## src/rtl/spi_peripheral_if.sv

```systemverilog
// SPI pin bundle between an external controller (master) and spi_peripheral (slave).
interface spi_peripheral_if;
    logic sclk;
    logic copi;
    logic ncs;
    logic cipo;

    modport master (output sclk, output copi, output ncs, input cipo);
    modport slave  (input sclk, input copi, input ncs, output cipo);
endinterface

```

## src/rtl/spi_peripheral.sv

```systemverilog
// SPI mode-0 target holding the five PWM configuration registers (16-bit write frames).
// Define SPI_READBACK_EN to enable register readback on cipo; otherwise cipo is tied low.
module spi_peripheral (
    input  logic                   clk,
    input  logic                   rst,
    spi_peripheral_if.slave        spi,
    output logic [7:0]             en_reg_out_7_0_o,
    output logic [7:0]             en_reg_out_15_8_o,
    output logic [7:0]             en_reg_pwm_7_0_o,
    output logic [7:0]             en_reg_pwm_15_8_o,
    output logic [7:0]             pwm_duty_cycle_o,
    output logic                   wr_strobe_o
);

    typedef enum logic [1:0] {StIdle, StShift, StCommit} state_e;

    state_e      state_q, state_d;
    logic [2:0]  sclk_sync_q;
    logic [1:0]  copi_sync_q;
    logic [2:0]  ncs_sync_q;
    logic [4:0]  cnt_q, cnt_d;
    logic [15:0] shift_q, shift_d;
    logic [7:0]  regs_q [5];
    logic [7:0]  regs_d [5];
    logic        strobe_q, strobe_d;

    logic sclk_rise;
    logic ncs_fall;
    logic ncs_rise;

    assign sclk_rise = sclk_sync_q[1] & ~sclk_sync_q[2];
    assign ncs_fall  = ~ncs_sync_q[1] & ncs_sync_q[2];
    assign ncs_rise  = ncs_sync_q[1] & ~ncs_sync_q[2];

    always_ff @(posedge clk) begin
        if (rst) begin
            sclk_sync_q <= 3'b000;
            copi_sync_q <= 2'b00;
            ncs_sync_q  <= 3'b111;
        end else begin
            sclk_sync_q <= {sclk_sync_q[1:0], spi.sclk};
            copi_sync_q <= {copi_sync_q[0], spi.copi};
            ncs_sync_q[1:0] <= {ncs_sync_q[0], spi.ncs};
            // History held during COMMIT so a new frame start there is seen in IDLE.
            if (state_q != StCommit) begin
                ncs_sync_q[2] <= ncs_sync_q[1];
            end
        end
    end

    always_comb begin
        state_d  = state_q;
        cnt_d    = cnt_q;
        shift_d  = shift_q;
        regs_d   = regs_q;
        strobe_d = 1'b0;
        unique case (state_q)
            StIdle: begin
                if (ncs_fall) begin
                    state_d = StShift;
                    cnt_d   = 5'd0;
                    shift_d = 16'h0000;
                end
            end
            StShift: begin
                if (ncs_rise) begin
                    state_d = StCommit;
                    if (cnt_q == 5'd16 && shift_q[15] && shift_q[14:8] <= 7'd4) begin
                        for (int i = 0; i < 5; i++) begin
                            if (shift_q[10:8] == 3'(i)) begin
                                regs_d[i] = shift_q[7:0];
                            end
                        end
                        strobe_d = 1'b1;
                    end
                end else if (sclk_rise && !ncs_sync_q[1]) begin
                    shift_d = {shift_q[14:0], copi_sync_q[1]};
                    if (cnt_q != 5'd17) begin
                        cnt_d = cnt_q + 5'd1;
                    end
                end
            end
            StCommit: state_d = StIdle;
            default:  state_d = StIdle;
        endcase
    end

    always_ff @(posedge clk) begin
        if (rst) begin
            state_q  <= StIdle;
            cnt_q    <= 5'd0;
            shift_q  <= 16'h0000;
            strobe_q <= 1'b0;
            for (int i = 0; i < 5; i++) begin
                regs_q[i] <= 8'h00;
            end
        end else begin
            state_q  <= state_d;
            cnt_q    <= cnt_d;
            shift_q  <= shift_d;
            strobe_q <= strobe_d;
            regs_q   <= regs_d;
        end
    end

`ifdef SPI_READBACK_EN
    logic [7:0] tx_q, tx_d;
    logic       tx_act_q, tx_act_d;
    logic       cipo_q, cipo_d;
    logic       sclk_fall;
    logic [6:0] rd_addr;

    assign sclk_fall = ~sclk_sync_q[1] & sclk_sync_q[2];
    // Address byte as it stands once the 8th bit is being shifted in.
    assign rd_addr   = {shift_q[5:0], copi_sync_q[1]};

    always_comb begin
        tx_d     = tx_q;
        tx_act_d = tx_act_q;
        cipo_d   = cipo_q;
        if (ncs_sync_q[1]) begin
            tx_act_d = 1'b0;
            cipo_d   = 1'b0;
        end else if (state_q == StShift) begin
            if (sclk_rise && cnt_q == 5'd7) begin
                if (!shift_q[6]) begin
                    tx_act_d = 1'b1;
                    tx_d     = 8'h00;
                    for (int i = 0; i < 5; i++) begin
                        if (rd_addr == 7'(i)) begin
                            tx_d = regs_q[i];
                        end
                    end
                end
            end else if (sclk_fall && tx_act_q) begin
                cipo_d = tx_q[7];
                tx_d   = {tx_q[6:0], 1'b0};
            end
        end
    end

    always_ff @(posedge clk) begin
        if (rst) begin
            tx_q     <= 8'h00;
            tx_act_q <= 1'b0;
            cipo_q   <= 1'b0;
        end else begin
            tx_q     <= tx_d;
            tx_act_q <= tx_act_d;
            cipo_q   <= cipo_d;
        end
    end

    assign spi.cipo = cipo_q;
`else
    assign spi.cipo = 1'b0;
`endif

    assign en_reg_out_7_0_o  = regs_q[0];
    assign en_reg_out_15_8_o = regs_q[1];
    assign en_reg_pwm_7_0_o  = regs_q[2];
    assign en_reg_pwm_15_8_o = regs_q[3];
    assign pwm_duty_cycle_o  = regs_q[4];
    assign wr_strobe_o       = strobe_q;

endmodule

```

## src/flat_wrapper.sv

```systemverilog
// flat-port wrapper written by rule: the top's interface ports become plain ports
module spi_peripheral_flat 
  (clk, rst, en_reg_out_7_0_o, en_reg_out_15_8_o, en_reg_pwm_7_0_o, en_reg_pwm_15_8_o, pwm_duty_cycle_o, wr_strobe_o, spi_sclk, spi_copi, spi_ncs, spi_cipo);
  spi_peripheral_if spi_i ();
  input  logic clk;
  input  logic rst;
  output logic [7:0] en_reg_out_7_0_o;
  output logic [7:0] en_reg_out_15_8_o;
  output logic [7:0] en_reg_pwm_7_0_o;
  output logic [7:0] en_reg_pwm_15_8_o;
  output logic [7:0] pwm_duty_cycle_o;
  output logic wr_strobe_o;
  input wire logic [$bits(spi_i.sclk)-1:0] spi_sclk;
  input wire logic [$bits(spi_i.copi)-1:0] spi_copi;
  input wire logic [$bits(spi_i.ncs)-1:0] spi_ncs;
  output wire logic [$bits(spi_i.cipo)-1:0] spi_cipo;
  assign spi_i.sclk = spi_sclk;
  assign spi_i.copi = spi_copi;
  assign spi_i.ncs = spi_ncs;
  assign spi_cipo = spi_i.cipo;
  spi_peripheral u_core (.clk(clk), .rst(rst), .spi(spi_i), .en_reg_out_7_0_o(en_reg_out_7_0_o), .en_reg_out_15_8_o(en_reg_out_15_8_o), .en_reg_pwm_7_0_o(en_reg_pwm_7_0_o), .en_reg_pwm_15_8_o(en_reg_pwm_15_8_o), .pwm_duty_cycle_o(pwm_duty_cycle_o), .wr_strobe_o(wr_strobe_o));
endmodule
```

## config.mk

```make
export PLATFORM = sky130hd
export DESIGN_NAME = spi_peripheral_flat
export DESIGN_NICKNAME = d
export VERILOG_FILES = /design/src/rtl/spi_peripheral_if.sv /design/src/rtl/spi_peripheral.sv /design/src/flat_wrapper.sv
export SDC_FILE = /design/constraint.sdc
export NUM_CORES = 1
export LEC_CHECK = 0
export ABC_AREA = 1
export ABC_CLOCK_PERIOD_IN_PS = 1600
export BUFFER_PORTS_ARGS = -buffer_cell sky130_fd_sc_hd__buf_2
export CORE_MARGIN = 1
export CORE_UTILIZATION = 25
export DETAILED_ROUTE_END_ITERATION = 8
export GPL_TIMING_DRIVEN = 0
export PLACE_DENSITY = 0.5
export SLEW_MARGIN = 25
export SYNTH_ARGS = -nofsm -noshare
export SYNTH_HDL_FRONTEND = slang
export SYNTH_SLANG_ARGS = --single-unit
```

## constraint.sdc

```tcl
create_clock -name clk -period 1.6 [get_ports clk]
set_clock_uncertainty 0.15 [all_clocks]
set_input_delay 0 -clock clk [delete_from_list [all_inputs] [get_ports clk]]
set_output_delay 0 -clock clk [all_outputs]
set_load 0.005 [all_outputs]
```

==> metrics.txt <==
status finished, violations left; violated checks negative setup slack; hold endpoint u_core.sclk_sync_q[0]$_SDFF_PP0_; largest net degree at the start of global routing 12; post-synthesis cell count 492; Layout area overhead 33.0%; reg2reg start u_core.cnt_q[0]$_SDFFE_PP0P_; CTS buffer count 9; register area share after synthesis 0.421; hold crit path type in2reg; DR vias roughly 3.1k; full die area ~14000 um^2; FMAX approximately 600 MHz; post-layout min period roughly 1.7 ns; Worst Path Max Fanout 8; CTS tree yes; Yosys warnings 0; Avg Inst Size Synth 6.97 um^2; Clock transition at path regs about 0.05 ns; num rows between 40 and 50; CP top delay family simple AND/OR/NAND/NOR gates; Ports between 40 and 50; Max rail drop VDD 0.000519 V; Post-Synth Simple-Gate Area 0.349; DRC errors left 0; max cap viols 0; Cell Chain, Critical Path inv_4, ha_4, nand2_2, nor2_2, nand2_2, nor2_8, buf_6, buf_16, nand3_4, nand2_1, inv_1, nor2_1; PwrDens approximately 890 nW/um^2; DRT Wirelength around 8700 um; Leak Pwr just over 2 nW; Slew headroom 0.612; CTS Buffer Depth 2; gr ovfl total 0; Cells after DPL between 700 and 800; H-Tree Depth 3; Post-Synth Adder-Cell Area 0.0110; Post-Synth XOR/XNOR Area 0.00256; R2R cell count 12; Finished Core Util 0.343; antenna violations before repair 0; DRT antenna net count 0; global placement routability congestion roughly 0.76; Final HPWL DP 5990 um; Total GRT Usage 0.131; core area about 13000 um^2; WHS about 0.022 ns; port buffer count 45; post-synthesis mux area share 0; slowest cell on the critical path dfxtp_4; Layout Nets around 580; Die Wd 119 um; antenna cells 0; main combinational cell family by area after synthesis simple AND/OR/NAND/NOR gates; Final Max Slew Viols 0; Routed WL per cell roughly 12 um; Crit Path Class reg2reg; Non-Filler Instances 750; Hold Crit Depth 3; clk_lat worst skew 0.34 ns; Synth Cell Area roughly 3400 um^2; die height ~120 um; post-synth net total 500; Crit path buffers/inverters 4; HP Start rst; Final period util 1.05; Critical R2R Capture u_core.en_reg_out_7_0_o[1]$_SDFFE_PP0P_; Crit path largest cell delay roughly 0.35 ns; Critical Path End Type register; CP Launch Type register; critical path data arrival time 1.81 ns; Final Hold Vio Count 0; vias per cell between 4 and 5; root buffer cell clkbuf_16; setup slack, reg-to-reg -0.08 ns; total chip power between 0.004 and 0.005 W; vias in the first global route 2939; Final setup violation count 40; Setup TNS -1.98 ns; Initial Util 0.258; first-pass GRT wire length ~14000 um; DR pass1 iterations 5; number of synthesized register bits a little over 70; post-synthesis compound-gate area fraction 0.0584; RSZ-0062 raised after global routing true; Distinct cells, synth 24; setup slack after layout -0.0794 ns; worst-margin pin slew roughly 0.58 ns; most used cell along the critical path nand2_2; 1st-iter DRT viols 149; share of cells above drive strength 1 0.268; Clock Sinks between 70 and 80; WP data required 1.73 ns
[where the power goes]
group / internal (W) / switching (W) / leakage, nW
clock: 0.00121 / 0.000741 / 0.134
combinational: 0.0000856 / 0.000171 / 1.34
sequential: 0.00182 / 0.0000226 / 0.584
total: 0.00311 / 0.000935 / 2.06
[synth_stat cells, drive strengths merged]
master  count  area, um^2
a21oi      22         110
buf        14         101
clkbuf      8        30.0
conb        1        3.75
dfxtp      72        1440
ha          3        37.5
inv       109         409
nand2     104         393
nand3      17         160
nand4      43         269
nor2       77         354
nor4        1        6.26
o21ai      18        90.1
or2         2        12.5
xnor2       1        8.76
[final cells by class]
class	instances	area [um^2]
Fill cell	1442	8740
Timing Repair Buffer	66	487
Sequential cell	72	1450
Multi-Input combinational cell	290	1560
Clock inverter	3	42.5
Inverter	109	414
Buffer	21	149
Clock buffer	13	240
Tap cell	176	220
[layer usage]
layer,GRT usage,share of wire,up-vias,wire [um]
met5,0,0,-,0
met4,0.0506,0.0097,0,84
met3,0.0364,0.049,8,427
met2,0.216,0.49,63,4230
met1,0.161,0.45,1411,3910
li1,-,-,1665,-
[state kept, by name, indices dropped and copies added, names as in the netlist]
register                  cells
u_core.en_reg_out_7_0_o       8
u_core.sclk_sync_q            3
u_core.cnt_q                  5
u_core.en_reg_pwm_7_0_o       8
u_core.state_q                2
u_core.en_reg_out_15_8_o      8
u_core.copi_sync_q            2
u_core.shift_q               16
u_core.en_reg_pwm_15_8_o      8
u_core.pwm_duty_cycle_o       8
u_core.ncs_sync_q             3
u_core.wr_strobe_o            1
[tightest hold or removal path: cells and delay by family]
family | cells | cell delay, ns
buffers and inverters | 2 | 0.35
and+or+nand+nor | 1 | 0.13
[cells by family after synthesis]
kind of cell,count (synthesis)
simple gates,244
compound gates,40
flops,72
buf+inv,131
fa+ha+maj,3
other cells,1
xor+xnor,1
[how the worst max path moves through the flow]
stage	slack, ns	cells past startpoint	startpoint	end
2_1_floorplan	-0.006	10	u_core.cnt_q[1]$_SDFFE_PP0P_	u_core.en_reg_out_15_8_o[4]$_SDFFE_PP0P_
3_3_place_gp	-0.20	10	u_core.cnt_q[1]$_SDFFE_PP0P_	u_core.en_reg_pwm_15_8_o[7]$_SDFFE_PP0P_
3_5_place_dp	-0.21	10	u_core.cnt_q[0]$_SDFFE_PP0P_	u_core.en_reg_pwm_15_8_o[7]$_SDFFE_PP0P_
4_1_cts	-0.08	12	u_core.cnt_q[0]$_SDFFE_PP0P_	u_core.en_reg_out_7_0_o[3]$_SDFFE_PP0P_
5_1_grt	-0.19	12	u_core.cnt_q[0]$_SDFFE_PP0P_	u_core.en_reg_out_7_0_o[4]$_SDFFE_PP0P_
6_report	-0.08	12	u_core.cnt_q[0]$_SDFFE_PP0P_	u_core.en_reg_out_7_0_o[1]$_SDFFE_PP0P_
[stage by stage]
stage          setup slack (ns)  instance area (um^2)
3_5_place_dp             -0.211                  3890
4_1_cts                 -0.0811                  4390
6_report                -0.0794                  4560
2_1_floorplan          -0.00598                  3440
5_1_grt                  -0.191                  4560
3_3_place_gp             -0.201                  3890
[placed cells by master, fill, tap and decap left out, types with 2 or more instances in the layout]
cell type and count:
inv_1 89, nand2_1 82, dfxtp_1 69, nor2_1 63
buf_2 46, nand4_1 43, nand2_2 20, a21oi_1 20
inv_2 18, o21ai_0 18, clkbuf_1 12, nand3_1 11
buf_4 11, clkbuf_16 11, nor2_2 8, nand3_4 6
nor2_4 5, dlygate4sd3_1 5, buf_8 4, buf_6 3
buf_1 3, inv_4 2, nor2_8 2, or2_2 2
nand2_4 2, a21oi_2 2, ha_1 2, buf_16 2
dfxtp_4 2
[repair_timing]
| item | in CTS | in global routing |
|---|---|---|
| cloned | 2 | 3 |
| pin swaps | 64 | 30 |
| buffers inserted | 7 | 5 |
| endpoints found under the hold margin | 6 | 0 |
| hold buffers | 5 | 0 |
| endpoints found under the setup margin | 54 | 60 |
| gates resized for setup | 19 | 39 |
Power figures use the tool's default switching activity.
